`src/rtl/subleq_prog_loader_pkg.sv`:
```
// Shared definitions for the SUBLEQ/URISC core and its program loader:
// instruction field bounds, memory geometry, loader FSM states and the
// instruction packing helper (also used by the core's decoder tests).
package gc;

   localparam int WORD_SIZE = 64;
   localparam int ARG_SIZE  = 20;
   localparam int MEM_SIZE  = 36;

   // Operand field bounds inside an instruction word.
   localparam int A_LB = 0;
   localparam int A_UB = 19;
   localparam int B_LB = 20;
   localparam int B_UB = 39;
   localparam int C_LB = 40;
   localparam int C_UB = 59;

   typedef enum logic [2:0] {
      IDLE  = 3'd0,
      GET_A = 3'd1,
      GET_B = 3'd2,
      GET_C = 3'd3,
      WRITE = 3'd4,
      DONE  = 3'd5
   } loader_state_t;

   // Place A, B, C into their fields; the top nibble is always zero.
   function automatic logic [WORD_SIZE-1:0] pack_instr(
      input logic [ARG_SIZE-1:0] a,
      input logic [ARG_SIZE-1:0] b,
      input logic [ARG_SIZE-1:0] c
   );
      logic [WORD_SIZE-1:0] w;
      w = '0;
      w[A_UB:A_LB] = a;
      w[B_UB:B_LB] = b;
      w[C_UB:C_LB] = c;
      return w;
   endfunction

endpackage

```
`src/rtl/subleq_prog_loader.sv`:
```
// Purpose: packs a host operand stream (A,B,C) into instruction words, writes them from addr 0,
// Latency: write strobe 1 cycle after the C operand is accepted; holds the core until done.
// Backpressure: valid/ready; op_ready low outside GET_A/B/C. Option: SUBLEQ_LOADER_CHECKSUM_EN.
module subleq_prog_loader
   import gc::*;
#(
   parameter int WORD_SIZE = gc::WORD_SIZE,
   parameter int ARG_SIZE  = gc::ARG_SIZE,
   parameter int MEM_SIZE  = gc::MEM_SIZE,
   parameter int ADDR_W    = 6
) (
   input  logic                 clk,
   input  logic                 rst_n,
   input  logic                 start,
   input  logic                 op_valid,
   input  logic [ARG_SIZE-1:0]  op_data,
   input  logic                 op_last,
   output logic                 op_ready,
   output logic                 mem_we,
   output logic [ADDR_W-1:0]    mem_addr,
   output logic [WORD_SIZE-1:0] mem_wdata,
   output logic                 core_hold,
   output logic                 busy,
   output logic                 done,
   output logic                 overflow,
   output logic                 partial,
`ifdef SUBLEQ_LOADER_CHECKSUM_EN
   output logic [WORD_SIZE-1:0] checksum,
`endif
   output logic [ADDR_W:0]      word_count
);

   localparam logic [ADDR_W-1:0] LAST_ADDR = ADDR_W'(MEM_SIZE - 1);

   loader_state_t        state_q, state_d;
   logic [ARG_SIZE-1:0]  a_q, a_d;
   logic [ARG_SIZE-1:0]  b_q, b_d;
   logic [ARG_SIZE-1:0]  c_q, c_d;
   logic [ADDR_W-1:0]    addr_q, addr_d;
   logic [ADDR_W:0]      word_count_q, word_count_d;
   logic                 overflow_q, overflow_d;
   logic                 partial_q, partial_d;
   logic                 last_q, last_d;
   logic [WORD_SIZE-1:0] word;
`ifdef SUBLEQ_LOADER_CHECKSUM_EN
   logic [WORD_SIZE-1:0] checksum_q, checksum_d;
`endif

   assign word = pack_instr(a_q, b_q, c_q);

   // Next-state logic: operand capture, write sequencing and session flags.
   always_comb begin
      state_d      = state_q;
      a_d          = a_q;
      b_d          = b_q;
      c_d          = c_q;
      addr_d       = addr_q;
      word_count_d = word_count_q;
      overflow_d   = overflow_q;
      partial_d    = partial_q;
      last_d       = last_q;
`ifdef SUBLEQ_LOADER_CHECKSUM_EN
      checksum_d   = checksum_q;
`endif
      case (state_q)
         IDLE, DONE: begin
            if (start) begin
               state_d      = GET_A;
               a_d          = '0;
               b_d          = '0;
               c_d          = '0;
               addr_d       = '0;
               word_count_d = '0;
               overflow_d   = 1'b0;
               partial_d    = 1'b0;
               last_d       = 1'b0;
`ifdef SUBLEQ_LOADER_CHECKSUM_EN
               checksum_d   = '0;
`endif
            end
         end
         GET_A: begin
            if (op_valid) begin
               a_d = op_data;
               if (op_last) begin
                  last_d    = 1'b1;
                  partial_d = 1'b1;
                  state_d   = WRITE;
               end else begin
                  state_d = GET_B;
               end
            end
         end
         GET_B: begin
            if (op_valid) begin
               b_d = op_data;
               if (op_last) begin
                  last_d    = 1'b1;
                  partial_d = 1'b1;
                  state_d   = WRITE;
               end else begin
                  state_d = GET_C;
               end
            end
         end
         GET_C: begin
            if (op_valid) begin
               c_d     = op_data;
               last_d  = op_last;
               state_d = WRITE;
            end
         end
         WRITE: begin
            addr_d       = addr_q + 1'b1;
            word_count_d = word_count_q + 1'b1;
`ifdef SUBLEQ_LOADER_CHECKSUM_EN
            checksum_d   = checksum_q ^ word;
`endif
            if (last_q) begin
               state_d = DONE;
            end else if (addr_q == LAST_ADDR) begin
               // Memory is full: stop here and leave the next operand pending.
               state_d    = DONE;
               overflow_d = 1'b1;
            end else begin
               state_d = GET_A;
               a_d     = '0;
               b_d     = '0;
               c_d     = '0;
            end
         end
         default: state_d = IDLE;
      endcase
   end

   // State register with synchronous active-low reset.
   always_ff @(posedge clk) begin
      if (!rst_n) begin
         state_q      <= IDLE;
         a_q          <= '0;
         b_q          <= '0;
         c_q          <= '0;
         addr_q       <= '0;
         word_count_q <= '0;
         overflow_q   <= 1'b0;
         partial_q    <= 1'b0;
         last_q       <= 1'b0;
`ifdef SUBLEQ_LOADER_CHECKSUM_EN
         checksum_q   <= '0;
`endif
      end else begin
         state_q      <= state_d;
         a_q          <= a_d;
         b_q          <= b_d;
         c_q          <= c_d;
         addr_q       <= addr_d;
         word_count_q <= word_count_d;
         overflow_q   <= overflow_d;
         partial_q    <= partial_d;
         last_q       <= last_d;
`ifdef SUBLEQ_LOADER_CHECKSUM_EN
         checksum_q   <= checksum_d;
`endif
      end
   end

   // Outputs decoded from the current state and registers.
   always_comb begin
      op_ready   = (state_q == GET_A) || (state_q == GET_B) || (state_q == GET_C);
      mem_we     = (state_q == WRITE);
      busy       = op_ready || mem_we;
      done       = (state_q == DONE);
      core_hold  = (state_q != DONE);
      mem_addr   = addr_q;
      mem_wdata  = word;
      overflow   = overflow_q;
      partial    = partial_q;
      word_count = word_count_q;
   end

`ifdef SUBLEQ_LOADER_CHECKSUM_EN
   assign checksum = checksum_q;
`endif

endmodule

```
`config.mk`:
```
export PLATFORM = sky130hd
export DESIGN_NAME = subleq_prog_loader
export DESIGN_NICKNAME = d
export VERILOG_FILES = /design/src/rtl/subleq_prog_loader_pkg.sv /design/src/rtl/subleq_prog_loader.sv
export SDC_FILE = /design/constraint.sdc
export NUM_CORES = 1
export LEC_CHECK = 0
export ABC_AREA = 1
export BUFFER_PORTS_ARGS = -buffer_cell sky130_fd_sc_hd__buf_2
export CAP_MARGIN = 10
export CORE_MARGIN = 1
export CORE_UTILIZATION = 35
export DETAILED_ROUTE_END_ITERATION = 16
export PLACE_DENSITY_LB_ADDON = 0.08
export SYNTH_ARGS = -nofsm -noshare
export SYNTH_HDL_FRONTEND = slang
export SYNTH_SLANG_ARGS = --single-unit
```
`constraint.sdc`:
```
create_clock -name clk -period 2.2 [get_ports clk]
set_input_delay 0.66 -clock clk [delete_from_list [all_inputs] [get_ports clk]]
set_output_delay 0.66 -clock clk [all_outputs]
set_load 0.01 [all_outputs]
```
==> impl_metrics.json <==
{
  "status": "complete, no violations",
  "vias": 3948,
  "detail-route-antenna-nets": 0,
  "cts_buffers": 9,
  "placementRows": 37,
  "final_util_pct": 45.2,
  "synth_cell_types": 28,
  "cts_sinks": 79,
  "synth.most_common_cell": "nand2_1",
  "r2r-start": "state_q[1]$_SDFFE_PN0P_",
  "synth-edff-count": 0,
  "wl_met2_mm": 5.01,
  "place_hpwl_mm": 8.10,
  "worst_slack_ps": 72.9,
  "r2r.worst_path.cells": 9,
  "synth-seq-cells": 79,
  "die_y_um": 107,
  "cts.htree.levels": 3,
  "pre_cts_ws_ps": 210,
  "multi_input_area_um2": 1860,
  "regArea_um2": 1580,
  "syn_to_final_growth_pct": 23.0,
  "cts_tree": "done",
  "gp_congestion": 0.822,
  "hold_viol_final": 0,
  "drt_iter0_markers": 256,
  "r2r_end": "b_q[9]$_SDFFE_PN0P_",
  "p_total_uw": 6260,
  "clk_path_buf_depth": 2,
  "fmax_mhz": 470,
  "holdCritPathClass": "flip-flop to flip-flop",
  "drv_cap": 0,
  "antenna_found_initial": 0,
  "nFillCells": 1181,
  "post-route-min-period_ps": 2130,
  "grt_overflow_total": 0,
  "cp.arrival_ps": 1470,
  "tns_ps": 0,
  "clkTransAtPathRegs_ps": 80,
  "slowest_delay_ps": 390,
  "synth_area_leaders": "dfxtp_1, nand2_1, nor2_1, nand4_1, inv_1",
  "wl_met3_um": 553,
  "netlist_area_um2": 3840,
  "endpoint": "busy",
  "crit_buf_inv": 4,
  "path_class": "flip-flop to output pin",
  "port_buffers": 104,
  "yosysWarnings": 0,
  "yosysTopAreaCell": "dfxtp_1",
  "cts_root_buf": "clkbuf_8",
  "rsz0062_at_grt": "no",
  "dieWidth_um": 107,
  "post-synth-top-area-fraction_pct": 41.1,
  "ios": 109,
  "slew_violations": 0,
  "fin_nets": 717,
  "fin_skew_ps": 7.89,
  "yosys-top-cells-count": "nand2_1, nor2_1, dfxtp_1, inv_1",
  "drive_above_1_share_pct": 21.8,
  "wl_per_cell_um": 13.3,
  "crit_required_ps": 1540,
  "post-route-period-util_pct": 96.7,
  "die-area_um2": 11400,
  "cp-end-kind": "output pin",
  "worst_pin_slew_ps": 518,
  "grt_pass1_wl_mm": 17.7,
  "post_dp_cell_area_um2": 4500,
  "synth.avg_cell_area_um2": 6.54,
  "relSlewSlack_pct": 65.2,
  "clk_latency_ps": 360,
  "finalSetupViolCount": 0,
  "holdBufCountCts": 0,
  "met1_length_mm": 5.30,
  "seq_area_frac_synth_pct": 41.1,
  "grt_start_max_net_pins": 28,
  "cp_top_family": "buffers and inverters",
  "postSynth.asyncResetShare_pct": 0,
  "grt_pass1_vias": 3547,
  "initial_core_util_pct": 36.7,
  "syn_inst": 588,
  "top_layer": "met4",
  "final_area_um2": 4730,
  "cp_slowest_cell": "dfxtp_1",
  "critPathLaunchType": "flip-flop",
  "worstSetupPathDepth": 6,
  "crit_start": "state_q[2]$_SDFFE_PN0P_",
  "drt-total-wl_mm": 11.0,
  "p_leak_uw": 0.00237,
  "worstPathMaxFanout": 12,
  "crit_chain": "inv_2 > nor3_2 > buf_6 > inv_1 > nand2_1 > buf_2",
  "dr.pass1.iters": 5,
  "timing.reg2reg.setup_slack_ps": 280,
  "core-area_um2": 10500,
  "route.detailed.drc": 0,
  "vdd_drop_max_v": 0.000474,
  "power.density_nw_per_um2": 1320,
  "num_antenna_cells": 0,
  "synthFlopType": "dfxtp_1",
  "grt_use_total_pct": 20.0,
  "avgViaCountPerCell": 4.76
}
flip-flops by register name, indices dropped and copies added (netlist names):
signal,flops
overflow,1
state_q,3
mem_addr,6
c_q,20
b_q,20
last_q,1
word_count,7
a_q,20
partial,1
worst min path at each step:
stage	startpoint	cells after the start	slack, ps	endpoint
final	a_q[5]$_SDFFE_PN0P_	2	460	a_q[5]$_SDFFE_PN0P_
after global routing	a_q[14]$_SDFFE_PN0P_	2	480	a_q[14]$_SDFFE_PN0P_
after CTS	a_q[5]$_SDFFE_PN0P_	2	460	a_q[5]$_SDFFE_PN0P_
after detailed placement	a_q[5]$_SDFFE_PN0P_	2	450	a_q[5]$_SDFFE_PN0P_
after global placement	c_q[4]$_SDFFE_PN0P_	2	450	c_q[4]$_SDFFE_PN0P_
after floorplan	overflow$_SDFFE_PN0P_	2	470	overflow$_SDFFE_PN0P_
stage by stage:
stage | hold slack [ps] | std cells
final | 462 | 830
after global routing | 481 | 830
after CTS | 463 | 827
after detailed placement | 451 | 812
after global placement | 447 | 812
after floorplan | 469 | 591
layer usage:
layer  GRT usage (%)  vias up
met5               0        -
met4            7.73        0
met3            3.65        9
met2            31.8       90
met1            26.9     1795
li1                -     2054
tightest hold or removal path, cell delays in order (launching register included):
cell     delay, ps
dfxtp_1        310
nand2_1         60
a21oi_1         50
logic make-up (layout without fill, tap and decap cells):
group | after synthesis | in the layout | share of synthesized area, %
and+or+nand+nor | 352 | 352 | 39.5
buffers and inverters | 98 | 201 | 10.9
DFF | 79 | 79 | 41.1
AOI/OAI and AO/OA | 56 | 56 | 7.75
adders and majority gates | 2 | 2 | 0.651
other | 1 | 4 | 0.0976
report_power, final:
group	leakage, uW	internal [uW]	switching (uW)
Sequential	0.000646	1770	210
Combinational	0.00162	1130	2040
Clock	0.0000985	579	529
Total	0.00237	3480	2780
placed cells by master, fill, tap and decap left out:
master	instances
nand2_1	151
nor2_1	130
buf_2	104
dfxtp_1	79
inv_1	58
a21oi_1	40
nand4_1	40
nand3_1	21
buf_4	17
clkbuf_8	11
o21ai_0	10
nand3_4	4
conb_1	4
inv_2	3
o21ai_2	2
nand2_2	2
clkinv_1	2
o21bai_1	2
ha_1	2
nor3_2	1
nor3_1	1
nor2_4	1
a31oi_1	1
a31o_2	1
and2_1	1
bufinv_16	1
clkinvlp_4	1
clkinv_2	1
clkbuf_1	1
buf_12	1
buf_6	1
final cells by class:
cell class | count | share of cell area, %
multi-input combinational | 414 | 39.4
timing repair buffer | 123 | 14.4
clock inverter | 3 | 0.900
sequential | 79 | 33.4
tap | 136 | 3.60
clock buffer | 12 | 3.28
inverter | 63 | 5.00
what timing repair did:
action,4_1_cts,5_1_grt
buffers inserted,0,3
gates resized for setup,1,1
endpoints found under the setup margin,1,2
hold endpoints to repair,0,0
Power figures use the tool's default switching activity.
